## config.mk

```make
export PLATFORM = sky130hd
export DESIGN_NAME = if_id_skid_reg_flat
export DESIGN_NICKNAME = d
export VERILOG_FILES = /design/src/rtl/if_id_pkg.sv /design/src/rtl/if_id_skid_reg_if.sv /design/src/rtl/sat_counter.sv /design/src/rtl/if_id_skid_reg.sv /design/src/flat_wrapper.sv
export SDC_FILE = /design/constraint.sdc
export NUM_CORES = 1
export LEC_CHECK = 0
export ABC_AREA = 1
export CAP_MARGIN = 15
export CORE_AREA = 2 2 84 66
export CTS_CLUSTER_SIZE = 28
export DETAILED_ROUTE_END_ITERATION = 16
export DIE_AREA = 0 0 86 68
export PLACE_DENSITY_LB_ADDON = 0.3
export SLEW_MARGIN = 0
export SYNTH_ARGS = -nofsm -noshare
export SYNTH_HDL_FRONTEND = slang
export SYNTH_SLANG_ARGS = --single-unit
```

## constraint.sdc

```tcl
create_clock -name clk -period 2.5 [get_ports clk]
set_clock_uncertainty 0.1 [all_clocks]
set_input_delay 0.375 -clock clk [delete_from_list [all_inputs] [get_ports clk]]
set_output_delay 0.375 -clock clk [all_outputs]
set_load 0.05 [all_outputs]
```

## src/rtl/if_id_pkg.sv

```systemverilog
// Shared types and constants for the IF/ID skid register slice.
package if_id_pkg;

   typedef enum logic [1:0] {
      EMPTY = 2'd0,
      ONE   = 2'd1,
      TWO   = 2'd2
   } state_e;

   localparam logic [15:0] NOP_DEFAULT = 16'h0000;
   localparam int unsigned PERF_CNT_W  = 16;

endpackage

```

## src/rtl/if_id_skid_reg_if.sv

```systemverilog
// Fetch-to-decode handshake bundle; master drives the fetch/decode side, slave is the register.
interface if_id_skid_reg_if #(
   parameter int unsigned INSTR_W = 16,
   parameter int unsigned PC_W    = 8
);
   logic               in_valid;
   logic               in_ready;
   logic [INSTR_W-1:0] in_instr;
   logic [PC_W-1:0]    in_pc_plus_1;
   logic               flush;
   logic               out_valid;
   logic               out_ready;
   logic [INSTR_W-1:0] out_instr;
   logic [PC_W-1:0]    out_pc_plus_1;

   modport master (
      output in_valid, in_instr, in_pc_plus_1, flush, out_ready,
      input  in_ready, out_valid, out_instr, out_pc_plus_1
   );

   modport slave (
      input  in_valid, in_instr, in_pc_plus_1, flush, out_ready,
      output in_ready, out_valid, out_instr, out_pc_plus_1
   );
endinterface

```

## src/rtl/sat_counter.sv

```systemverilog
// Saturating up-counter with synchronous active-low clear.
module sat_counter
   import if_id_pkg::*;
(
   input  logic                  clk,
   input  logic                  reset,
   input  logic                  inc,
   output logic [PERF_CNT_W-1:0] count
);
   logic [PERF_CNT_W-1:0] count_q, count_d;

   always_comb begin
      count_d = count_q;
      if (inc && (count_q != {PERF_CNT_W{1'b1}}))
         count_d = count_q + PERF_CNT_W'(1);
   end

   always_ff @(posedge clk) begin
      if (!reset) count_q <= '0;
      else        count_q <= count_d;
   end

   assign count = count_q;
endmodule

```

## src/rtl/if_id_skid_reg.sv

```systemverilog
// IF/ID boundary register with valid/ready handshake and a 2-entry skid buffer.
// Optional stall/flush performance counters under IF_ID_PERF_CNT_EN.
module if_id_skid_reg
   import if_id_pkg::*;
#(
   parameter int unsigned        INSTR_W   = 16,
   parameter int unsigned        PC_W      = 8,
   parameter logic [INSTR_W-1:0] NOP_VALUE = INSTR_W'(NOP_DEFAULT)
) (
   input  logic                  clk,
   input  logic                  reset,
   if_id_skid_reg_if.slave       bus
`ifdef IF_ID_PERF_CNT_EN
   ,
   output logic [PERF_CNT_W-1:0] stall_cnt,
   output logic [PERF_CNT_W-1:0] flush_cnt
`endif
);
   state_e             state_q, state_d;
   logic [INSTR_W-1:0] main_instr_q, main_instr_d;
   logic [PC_W-1:0]    main_pc_q, main_pc_d;
   logic [INSTR_W-1:0] skid_instr_q, skid_instr_d;
   logic [PC_W-1:0]    skid_pc_q, skid_pc_d;
   logic               in_ready_q, in_ready_d;
   logic               out_valid_q, out_valid_d;
   logic               in_fire_c, out_fire_c;

   assign in_fire_c  = bus.in_valid & in_ready_q;
   assign out_fire_c = out_valid_q & bus.out_ready;

   // Next-state and entry movement; flush overrides every transition.
   always_comb begin
      state_d      = state_q;
      main_instr_d = main_instr_q;
      main_pc_d    = main_pc_q;
      skid_instr_d = skid_instr_q;
      skid_pc_d    = skid_pc_q;

      case (state_q)
         EMPTY: begin
            if (in_fire_c) begin
               state_d      = ONE;
               main_instr_d = bus.in_instr;
               main_pc_d    = bus.in_pc_plus_1;
            end
         end
         ONE: begin
            if (in_fire_c && out_fire_c) begin
               main_instr_d = bus.in_instr;
               main_pc_d    = bus.in_pc_plus_1;
            end else if (in_fire_c) begin
               state_d      = TWO;
               skid_instr_d = bus.in_instr;
               skid_pc_d    = bus.in_pc_plus_1;
            end else if (out_fire_c) begin
               state_d = EMPTY;
            end
         end
         TWO: begin
            if (out_fire_c) begin
               state_d      = ONE;
               main_instr_d = skid_instr_q;
               main_pc_d    = skid_pc_q;
            end
         end
         default: state_d = EMPTY;
      endcase

      if (bus.flush) state_d = EMPTY;

      // Invalid entries carry a bubble so decode never sees stale data.
      if (state_d == EMPTY) begin
         main_instr_d = NOP_VALUE;
         main_pc_d    = '0;
      end
      if (state_d != TWO) begin
         skid_instr_d = '0;
         skid_pc_d    = '0;
      end

      in_ready_d  = (state_d != TWO);
      out_valid_d = (state_d != EMPTY);
   end

   always_ff @(posedge clk) begin
      if (!reset) begin
         state_q      <= EMPTY;
         main_instr_q <= NOP_VALUE;
         main_pc_q    <= '0;
         skid_instr_q <= '0;
         skid_pc_q    <= '0;
         in_ready_q   <= 1'b0;
         out_valid_q  <= 1'b0;
      end else begin
         state_q      <= state_d;
         main_instr_q <= main_instr_d;
         main_pc_q    <= main_pc_d;
         skid_instr_q <= skid_instr_d;
         skid_pc_q    <= skid_pc_d;
         in_ready_q   <= in_ready_d;
         out_valid_q  <= out_valid_d;
      end
   end

   assign bus.in_ready      = in_ready_q;
   assign bus.out_valid     = out_valid_q;
   assign bus.out_instr     = main_instr_q;
   assign bus.out_pc_plus_1 = main_pc_q;

`ifdef IF_ID_PERF_CNT_EN
   logic stall_inc_c, flush_inc_c;

   assign stall_inc_c = out_valid_q & ~bus.out_ready;
   assign flush_inc_c = bus.flush & (state_q != EMPTY);

   sat_counter u_stall_cnt (
      .clk   (clk),
      .reset (reset),
      .inc   (stall_inc_c),
      .count (stall_cnt)
   );

   sat_counter u_flush_cnt (
      .clk   (clk),
      .reset (reset),
      .inc   (flush_inc_c),
      .count (flush_cnt)
   );
`endif
endmodule

```

## src/flat_wrapper.sv

```systemverilog
// flat-port wrapper written by rule: the top's interface ports become plain ports
module if_id_skid_reg_flat import if_id_pkg::*;
#(
   parameter int unsigned        INSTR_W   = 16,
   parameter int unsigned        PC_W      = 8,
   parameter logic [INSTR_W-1:0] NOP_VALUE = INSTR_W'(NOP_DEFAULT)
)
  (clk, reset, bus_in_valid, bus_in_instr, bus_in_pc_plus_1, bus_flush, bus_out_ready, bus_in_ready, bus_out_valid, bus_out_instr, bus_out_pc_plus_1);
  if_id_skid_reg_if #(.INSTR_W(INSTR_W), .PC_W(PC_W)) bus_i ();
  input  logic clk;
  input  logic reset;
  input wire logic [$bits(bus_i.in_valid)-1:0] bus_in_valid;
  input wire logic [$bits(bus_i.in_instr)-1:0] bus_in_instr;
  input wire logic [$bits(bus_i.in_pc_plus_1)-1:0] bus_in_pc_plus_1;
  input wire logic [$bits(bus_i.flush)-1:0] bus_flush;
  input wire logic [$bits(bus_i.out_ready)-1:0] bus_out_ready;
  output wire logic [$bits(bus_i.in_ready)-1:0] bus_in_ready;
  output wire logic [$bits(bus_i.out_valid)-1:0] bus_out_valid;
  output wire logic [$bits(bus_i.out_instr)-1:0] bus_out_instr;
  output wire logic [$bits(bus_i.out_pc_plus_1)-1:0] bus_out_pc_plus_1;
  assign bus_i.in_valid = bus_in_valid;
  assign bus_i.in_instr = bus_in_instr;
  assign bus_i.in_pc_plus_1 = bus_in_pc_plus_1;
  assign bus_i.flush = bus_flush;
  assign bus_i.out_ready = bus_out_ready;
  assign bus_in_ready = bus_i.in_ready;
  assign bus_out_valid = bus_i.out_valid;
  assign bus_out_instr = bus_i.out_instr;
  assign bus_out_pc_plus_1 = bus_i.out_pc_plus_1;
  if_id_skid_reg #(.INSTR_W(INSTR_W), .PC_W(PC_W), .NOP_VALUE(NOP_VALUE)) u_core (.clk(clk), .reset(reset), .bus(bus_i));
endmodule
```

# Word level (Yosys, flattened, before mapping)
# Index checks and enable logic that the tools add are counted.
# classes
n_eq_ne	6
muxes	15
bitwise_logic	4
n_reduce_logical	9
# op_table
operator	n
$mux W16	3
$pmux W16 S3	1
$mux W8	3
$pmux W8 S3	1
$mux W2	6
$ne A2 B1 Y1 const B	3
$pmux W2 S3	1
$logic_not A2 Y1	2
$reduce_and A4 Y1	1
$reduce_or A2 Y1	2
$reduce_and A3 Y1	1
$reduce_bool A3 Y1	1
$and A1 B1 Y1	2
$eq A2 B1 Y1 const B	1
$eq A2 B2 Y1 const B	1
$ne A2 B2 Y1 const B	1
$not A1 Y1	2
$reduce_bool A2 Y1	1
$logic_and A1 B1 Y1	1
# word_totals
regBits	52
inputBits	29
output_inout_bits	26
word_cells	41

# Longest topological paths before layout
# depth
word_depth	8
ltp_mapped	9
depth_no_buf	8

# Least setup slack after synthesis
# OpenSTA, ideal clock, no wires.
# synth_timing
kind	register -> register
from	register u_core.out_valid_q, in the netlist u_core.bus.out_valid
to	register u_core.main_instr_q[14], in the netlist u_core.bus.out_instr[14]
setup_time_ns	0.109
t_arrival_ns	1.560
required_ns	2.291
path_slack_ns	0.731
stages_incl_launch_ff	9
n_path_buf	1
synth_period_minus_slack_ns	1.769
path_cell_list	dfxtp_1 -> nand2_1 -> inv_1 -> nor2_1 -> o21bai_1 -> nor2_4 -> buf_4 -> nand2_1 -> inv_1
# synth_between
elab_chain_len	8
word_cells_on_any_way	13
classes_between	eq/ne (2); mux (6); bitwise (1); reduce/logical (4)
# synth_lines
element	line_no	source
start, declared	if_id_skid_reg.sv:25	logic out_valid_q, out_valid_d;
start signal, assigned	if_id_skid_reg.sv:101	out_valid_q <= out_valid_d;
$and A1 B1 Y1 (*)	if_id_skid_reg.sv:29	assign out_fire_c = out_valid_q & bus.out_ready;
$mux W2	if_id_skid_reg.sv:55	end else if (out_fire_c) begin
$mux W2	if_id_skid_reg.sv:51	end else if (in_fire_c) begin
$mux W2	if_id_skid_reg.sv:48	if (in_fire_c && out_fire_c) begin
$pmux W2 S3	if_id_skid_reg.sv:39	case (state_q)
$mux W2	if_id_skid_reg.sv:69	if (bus.flush) state_d = EMPTY;
$logic_not A2 Y1	if_id_skid_reg.sv:72	if (state_d == EMPTY) begin
$reduce_or A2 Y1 (no line)	n/a	
end signal, assigned	if_id_skid_reg.sv:96	main_instr_q <= main_instr_d;
end, declared	if_id_skid_reg.sv:20	logic [INSTR_W-1:0] main_instr_q, main_instr_d;
# Every way passes the cells marked *; elsewhere a longest branch is shown, timed or not.
# A chain may end at the register's enable or synchronous reset.

# Worst setup path in the final report
# layout_timing
from	register u_core.state_q[0]
to	register u_core.main_pc_q[6], in the netlist u_core.bus.out_pc_plus_1[6]
# layout_between
elab_chain_len	7
word_cells_on_any_way	18
classes_between	eq/ne (5); mux (8); reduce/logical (5)
# layout_lines
element	line_no	source
start, declared	if_id_skid_reg.sv:19	state_e state_q, state_d;
start signal, assigned	if_id_skid_reg.sv:95	state_q <= state_d;
$mux W2	if_id_skid_reg.sv:55	
$mux W2	if_id_skid_reg.sv:51	
$mux W2	if_id_skid_reg.sv:48	
$pmux W2 S3	if_id_skid_reg.sv:39	
$mux W2	if_id_skid_reg.sv:69	
$logic_not A2 Y1	if_id_skid_reg.sv:72	
$reduce_or A2 Y1 (no line)	n/a	
end signal, assigned	if_id_skid_reg.sv:97	main_pc_q <= main_pc_d;
end, declared	if_id_skid_reg.sv:21	logic [PC_W-1:0] main_pc_q, main_pc_d;
# Several ways; a longest one is shown, not always the timed one.

==> run_results.csv <==
group,metric,value,unit
status,status,"completed",
sta,min_period_over_period,0.797,
power,p_leak,1.45,nW
clock_network,cts_max_level,2,
synthesis,netlist_area,0.00245,mm²
setup_path,crit_fanout,26,
cells_and_area,nets,442,
global_route,antenna_found_initial,0,
cells_and_area,drive_above_1_share,0.0580,
setup_path,start_kind,"register",
sta,max-slew-margin-rel,0.610,
clock_network,worstSkewPairLatency,310,ps
synthesis,avgSynthCellArea,6.69,µm²
clock_network,cts_setup_buffers,0,
synthesis,synth_nets,396,
die,core_area,0.00509,mm²
route,drc_errors,0,
clock_network,cts_sinks,52,
clock_network,cts_buffers,5,
die,die_h,68,µm
route,wl_met2,2.78,mm
clock_network,cts_root_buf,"clkbuf_8",
clock_network,hold_buffers,0,
synthesis,synthCells,367,
placement,portBuffers,54,
power,power.density,495,mW/mm²
die,fp.dieW,86,µm
die,io_pins,55,
cells_and_area,syn_to_final_growth,25.7,%
route,viasPerCell,5.25,
clock_network,clockBufferDepth,2,
sta,setup_viol,0,
setup_path,worst_ep_required_time,2620,ps
synthesis,ys_seq_area_frac,0.424,
route,drt_iter0_markers,283,
clock_network,clkTransAtPathRegs,90,ps
placement,gp_congestion,0.807,
die,die-area,0.00585,mm²
die,start_util,0.482,
setup_path,cp_cell_sequence,"inv_2 -> nand2_2 -> nand2_2 -> nand2_2 -> nand2_1 -> nand2_1 -> nand2_1 -> inv_1",
setup_path,critPathMaxStageDelay,380,ps
sta,min_period,1990,ps
sta,fmax,0.502,GHz
route,wl_met3,507,µm
route,wl_per_cell,13.9,µm
clock_network,cts_tree,"done",
power,vdd_ir_drop_max,0.291,mV
placement,dp_hpwl,4.38,mm
sta,holdWs,372,ps
min_path,hold_path.class,"register to register",
global_route,grt_max_degree,27,
global_route,grtUsageTotal,0.238,
sta,tns,0,ps
synthesis,synthDistinctLibCells,19,
route,first_pass_iters,6,
route,dr.max_layer_used,"met4",
die,fp-row-count,23,
global_route,overflow,0,
sta,worst_pin_slew,583,ps
synthesis,synth_warnings,0,
synthesis,ys_ff_latch,52,
job,cap_violations,0,
route,wl_met1,3.24,mm
global_route,grt_pass1_vias,2200,
sta,final_max_slew_viol_count,0,
global_route,grt_pass1_wl,10.9,mm
setup_path,cp-end-kind,"register",
sta,rsz0062_at_grt,"no",
clock_network,post_cts_resized,0,
setup_path,crit_type,"register to register",
route,drt-total-wl,6.64,mm
setup_path,cp_slowest_cell,"dfxtp_1",
route,num_vias,2500,
setup_path,worstPathArrival,2110,ps
route,drtAntennaViolNets,0,
sta,hold_viol,0,
cells_and_area,antenna_cells,0,
[worst max-delay path, delay by kind of cell (launching register included)]
kind	cells	cell delay [ps]
AND/OR/NAND/NOR	6	1000
flip-flops	1	380
buffers and inverters	2	420
[layout by cell type (no fill, tap or decap), types with 4 or more instances in the layout]
cell type / Yosys / final
buf_4: 7 / 8
inv_1: 29 / 29
nand3_1: 74 / 74
nor2_1: 4 / 4
clkbuf_8: 0 / 6
nand2_1: 149 / 149
clkdlybuf4s50_1: 0 / 54
a21oi_1: 24 / 24
dfxtp_1: 52 / 52
nand2_2: 5 / 5
[cell families after synthesis]
family,Yosys count,synth area share
AND/OR/NAND/NOR,235,0.411
XOR/XNOR,1,0.00357
buffers and inverters,53,0.103
flip-flops,52,0.424
AO/OA/AOI/OAI,26,0.0586
[cell type report]
| type | count | area (µm²) |
|---|---|---|
| fillers | 490 | 2010 |
| inverters | 30 | 113 |
| well taps | 62 | 77.6 |
| flip-flops and latches | 52 | 1040 |
| multi-input cells | 262 | 1160 |
| repair buffers | 62 | 601 |
| clock buffers | 7 | 86.3 |
| clock inverters | 1 | 7.51 |
[power by group]
part	switching, mW	leakage [nW]	internal [mW]
combinational	0.105	0.983	0.0761
sequential	0.00426	0.419	0.833
clock	0.283	0.0445	0.226
[cell usage after synthesis, drive strengths merged]
cell,n,area share
nand2,154,0.24
a21oi,24,0.049
nor2,5,0.011
o21bai,1,0.0031
xor2,1,0.0036
nand3,74,0.15
buf,20,0.052
o21ai,1,0.0066
inv,30,0.046
dfxtp,52,0.42
clkbuf,3,0.0046
nor3,2,0.0087
[sequential cells by signal, indices dropped and copies added (netlist names)]
signal	cells
u_core.state_q	2
u_core.bus.out_valid	1
u_core.bus.in_ready	1
u_core.skid_pc_q	8
u_core.skid_instr_q	16
u_core.bus.out_pc_plus_1	8
u_core.bus.out_instr	16
[layer usage]
metal	track usage	vias to the layer above
met1	0.364	1126
met3	0.0398	7
li1	-	1247
met4	0.0813	0
met5	0	-
met2	0.333	120
[stage by stage]
step                      instance area [µm²]  instances   util  power, mW  worst slack, ps
after global placement                   2990        468  0.588       1.03              355
after detailed placement                 2990        468  0.588       1.04              296
final                                    3090        476  0.606       1.53              507
after floorplan                          2450        367      -      0.958              731
after global routing                     3090        476  0.606       1.58              259
after CTS                                3090        476  0.606       1.53              467
[worst paths after layout]
check / start / to / slack, ps / cells past startpoint
setup / recovery: u_core.state_q[0] / u_core.bus.out_pc_plus_1[6] / 510 / 8
hold / removal: u_core.skid_instr_q[6] / u_core.skid_instr_q[6] / 370 / 2
setup reg to reg: u_core.state_q[0] / u_core.bus.out_pc_plus_1[6] / 510 / 8
hold reg to reg: u_core.skid_instr_q[6] / u_core.skid_instr_q[6] / 370 / 2
(Power assumes the default switching activity.)
